==> src/rtl/fib_bcd_converter.sv <==
// Sequential binary-to-BCD converter (double dabble, one bit per cycle) with
// valid/ready handshakes on both sides and a significant-digit count.
module fib_bcd_converter #(
    parameter int unsigned WIDTH  = 32,
    parameter int unsigned DIGITS = 10
) (
    input  logic                  clk,
    input  logic                  rst_n,
    input  logic                  in_valid,
    input  logic [WIDTH-1:0]      in_data,
    output logic                  in_ready,
    output logic                  out_valid,
    input  logic                  out_ready,
    output logic [4*DIGITS-1:0]   bcd,
    output logic [3:0]            ndigits
);

    localparam int unsigned BCD_W = 4 * DIGITS;
    localparam int unsigned CNT_W = (WIDTH > 1) ? $clog2(WIDTH) : 1;

    typedef enum logic [1:0] {
        IDLE,
        SHIFT,
        DONE
    } state_t;

    state_t             state;
    state_t             state_nxt;
    logic [WIDTH-1:0]   bin;
    logic [WIDTH-1:0]   bin_nxt;
    logic [BCD_W-1:0]   acc;
    logic [BCD_W-1:0]   acc_nxt;
    logic [BCD_W-1:0]   acc_adj;
    logic [CNT_W-1:0]   cnt;
    logic [CNT_W-1:0]   cnt_nxt;
    logic [3:0]         nd;

    // State and datapath registers
    always_ff @(posedge clk or negedge rst_n) begin
        if (!rst_n) begin
            state <= IDLE;
            bin   <= '0;
            acc   <= '0;
            cnt   <= '0;
        end else begin
            state <= state_nxt;
            bin   <= bin_nxt;
            acc   <= acc_nxt;
            cnt   <= cnt_nxt;
        end
    end

    // Next-state and datapath update; add-3 correction is confined to each digit
    always_comb begin
        state_nxt = state;
        bin_nxt   = bin;
        acc_nxt   = acc;
        cnt_nxt   = cnt;
        acc_adj   = acc;
        for (int i = 0; i < int'(DIGITS); i++) begin
            if (acc[i*4 +: 4] >= 4'd5) begin
                acc_adj[i*4 +: 4] = acc[i*4 +: 4] + 4'd3;
            end
        end
        case (state)
            IDLE: begin
                if (in_valid) begin
                    bin_nxt   = in_data;
                    acc_nxt   = '0;
                    cnt_nxt   = '0;
                    state_nxt = SHIFT;
                end
            end
            SHIFT: begin
                acc_nxt = {acc_adj[BCD_W-2:0], bin[WIDTH-1]};
                bin_nxt = {bin[WIDTH-2:0], 1'b0};
                cnt_nxt = cnt + CNT_W'(1);
                if (cnt == CNT_W'(WIDTH - 1)) begin
                    state_nxt = DONE;
                end
            end
            DONE: begin
                if (out_ready) begin
                    state_nxt = IDLE;
                end
            end
            default: state_nxt = IDLE;
        endcase
    end

    // Highest nonzero digit decides the significant-digit count
    always_comb begin
        nd = 4'd1;
        for (int i = 0; i < int'(DIGITS); i++) begin
            if (acc[i*4 +: 4] != 4'd0) begin
                nd = 4'(i + 1);
            end
        end
    end

    // Result is only exposed in DONE so partial accumulators never leak out
    assign in_ready  = (state == IDLE);
    assign out_valid = (state == DONE);
    assign bcd       = out_valid ? acc : '0;
    assign ndigits   = out_valid ? nd : 4'd1;

endmodule

==> config.mk <==
export PLATFORM = sky130hd
export DESIGN_NAME = fib_bcd_converter
export DESIGN_NICKNAME = d
export VERILOG_FILES = /design/src/rtl/fib_bcd_converter.sv
export SDC_FILE = /design/constraint.sdc
export NUM_CORES = 1
export LEC_CHECK = 0
export BUFFER_PORTS_ARGS = -buffer_cell sky130_fd_sc_hd__buf_4
export CAP_MARGIN = 15
export CORE_MARGIN = 5
export CORE_UTILIZATION = 60
export DETAILED_ROUTE_END_ITERATION = 12
export GPL_TIMING_DRIVEN = 0
export PLACE_DENSITY = 0.85
export SKIP_LAST_GASP = 1
export SYNTH_ARGS = -nofsm -noshare
export SYNTH_HDL_FRONTEND = slang
export SYNTH_SLANG_ARGS = --single-unit
==> constraint.sdc <==
create_clock -name clk -period 2.9 [get_ports clk]
set_clock_uncertainty 0.15 [all_clocks]
set_input_delay 0 -clock clk [delete_from_list [all_inputs] [get_ports clk]]
set_output_delay 0 -clock clk [all_outputs]
set_load 0.005 [all_outputs]
==> impl_results.md <==
- Status: complete, no violations
- Commonest non-fill, non-tap cells in the layout: 82 x buf_4, 79 x dfrtp_1, 54 x o21ai_0
- Initial antenna violation count: 0
- FF+latch count, synth: 79
- Post-synth EDFFs: 0
- Sequential power share: 40.1%
- Initial core utilization: between 60% and 70%
- Via/cell ratio: 6.05
- TNS Setup: 0 ns
- Port Buf Inserts: 81
- Fin util: 79.2%
- Die X: 96.0 um
- Pins Over Slew Limit: 0
- Grt met3 use: 4.07%
- Min-Delay Path Class: in2reg
- Synth Instances: 466
- CP cell instances: inv_1 > ha_1 > or3b_4 > nor4b_4 > o311ai_1 > nor2_1 > buf_4
- Worst reg2reg path startpoint: acc[32]
- Crit. Startpoint: acc[32]
- Cell variety after synth: 39
- Reg clk slew, reported paths: about 0.090 ns
- Crit path max fanout: 4
- Core area: slightly above 7000 um2
- Largest net degree at the start of global routing: 80
- Met1 Usage GRT: 35.0%
- Row cnt: 31
- Post-Synthesis Cell Area: ~4400 um2
- Drt total wl: 12.3 mm
- Tcrit/Tclk final: between 80 and 90%
- Element type at the critical path start: flop
- Pwr dens: 880 nW/um2
- Endpoints failing setup: 0
- Global-route wire length before repair: approximately 20 mm
- Ant. Diodes: 0
- Slowest cell delay on critical path: 0.42 ns
- Vias: approximately 4200
- Hold_ws: 0.105 ns
- Ys async rst share: 100%
- Gr busiest metal: met2
- Met2 global-route usage: 48.7%
- Final hold violation count: 0
- Vias in the first global route: around 4100
- Fraction of layout cells with a size suffix above 1: between 20% and 30%
- Clock Tree Buf Depth: 2
- Clock power share: 16.2%
- Sw frac: 39.6%
- TritonCTS clock tree: built
- Top_reg_cell synth: dfrtp_1
- Maximum clock frequency: 403 MHz
- H-tree Lvls: 3
- Multi-input gate area: 2250 um2
- Iter 0 DRT Violations: roughly 370
- Fin nets: 652
- Maxcap violations: 0
- Comb pwr share: between 40% and 50%
- Syn Nets: 524
- Int Power: 3.04 mW
- Leak Pwr: 2.58 nW
- Type of the worst setup path: reg2out
- Crit path DAT: 2.33 ns
- Slew margin rel.: 32.0%
- Mean area per synthesized cell: 9.52 um2
- Unrepaired setup endpoints after global routing: no
- CP Buf/Inv Count: 2
- Root Driver: clkbuf_8
- Die Area: a little over 9000 um2
- Overflow after GRT: 0
- # fillers: 482
- Syn-to-layout area delta: 28.7%
- Minimum clock period: ~2.5 ns
- Clk_lat worst skew: about 0.35 ns
- Critical path endpoint category: primary output
- DRC: 0
- Hold Startpoint: in_valid
- Ports: between 80 and 90
- Crit-path slowest cell: or3b_4
- Synthesis Warnings: 0
- Family with the most delay on the worst path: simple AND/OR/NAND/NOR gates
- Worst-Margin Slew: 1.02 ns
- CTS Buf Count: 9
- Register area: 1980 um2
- WP data required: about 2.8 ns
- # clock sinks: 79
- Antenna viol nets, final: 0
- Net switching power: 1.99 mW
- GRT Total Usage: ~28%
- Final Total Pwr: 5.03 mW
- DRT Pass-1 Iters: 5
- Commonest non-fill, non-tap cell in the layout: buf_4
- VDD IR max: 0.517 mV
- Routability cong.: 0.798
- Die Ht: roughly 96 um
- Sequential element share of the synthesized area: 44.5%
- WL/cell: 17.7 um
- Post-DP HPWL: 7.85 mm
path summary, 6_finish.rpt:
kind                                   end  slack, ns  depth (start not counted)
worst max register to register     acc[34]       0.80                          6
min in group asynchronous          acc[29]       0.20                          2
worst min-delay path               bin[21]       0.11                          4
max in group asynchronous          bin[16]       1.73                          2
worst min register to register     bin[10]       0.34                          2
worst max-delay path            ndigits[2]       0.42                          7
synth_stat cells (5+ instances only):
library cell	number	share of area, %
a21oi_1	27	3.0
a22oi_1	31	5.2
a32o_1	11	2.5
and2_1	19	2.7
buf_2	11	1.2
clkbuf_1	17	1.4
dfrtp_1	79	45
ha_1	22	6.2
inv_1	23	1.9
mux2_2	8	2.0
nand2_1	33	2.8
nand2b_1	10	1.4
nor2_1	27	2.3
nor2b_1	14	2.0
nor3b_1	5	0.85
o21ai_0	54	6.1
o22ai_1	11	1.6
o31ai_1	10	1.7
o32ai_1	9	1.8
xnor2_1	10	2.0
xor2_1	9	1.8
metal layers:
layer	vias to the layer above	share of wire, %
li1	1918	-
met1	2078	40
met2	197	51
met3	31	7.2
met4	0	1.9
met5	-	0
cell type report:
class                           count  area share, %
Clock inverter                      3          0.767
Clock buffer                       13           2.43
Inverter                           23           1.51
Sequential cell                    79           34.6
Multi-Input combinational cell    335           39.4
Tap cell                           99           2.17
Timing Repair Buffer              117           17.0
Buffer                             29           2.21
cells by family after synthesis:
group	Yosys count	share of synthesized area (%)
adders and majority gates	22	6.20
DFF	79	44.5
xor gates and xnor gates	19	3.75
AOI/OAI and AO/OA	162	23.5
muxes	10	2.48
and+or+nand+nor	122	14.7
buffers and inverters	52	4.79
power groups by stage:
stage	clock network [mW]	logic (mW)	registers, mW
3_5_place_dp	0	2.11	2.01
3_3_place_gp	0	2.00	1.98
5_1_grt	0.856	2.46	2.07
6_report	0.813	2.20	2.01
2_1_floorplan	0	1.69	1.88
4_1_cts	0.803	2.17	1.99
sequential cells by signal (all words and copies together), names as in the netlist:
signal / cells
cnt: 5
acc: 40
state: 2
bin: 32
stage by stage:
step,setup WS [ns],cells,instance area (um2)
floorplan,1.06,466,4440
global placement,0.869,646,5170
detailed placement,0.839,646,5170
CTS,0.452,698,5710
global route,0.338,698,5710
finish,0.420,698,5710
timing repair:
action | 4_1_cts | 5_1_grt
setup buffers | 0 | 0
hold buffers | 36 | 0
hold endpoints to repair | 112 | 0
resized for setup | 0 | 0
tightest hold or removal path, cell delays in order:
cell and delay [ns]:
buf_4 0.14, nor2b_1 0.18, a21oi_1 0.15, o21ai_0 0.08
No activity file was read; power rests on OpenSTA's default activity.
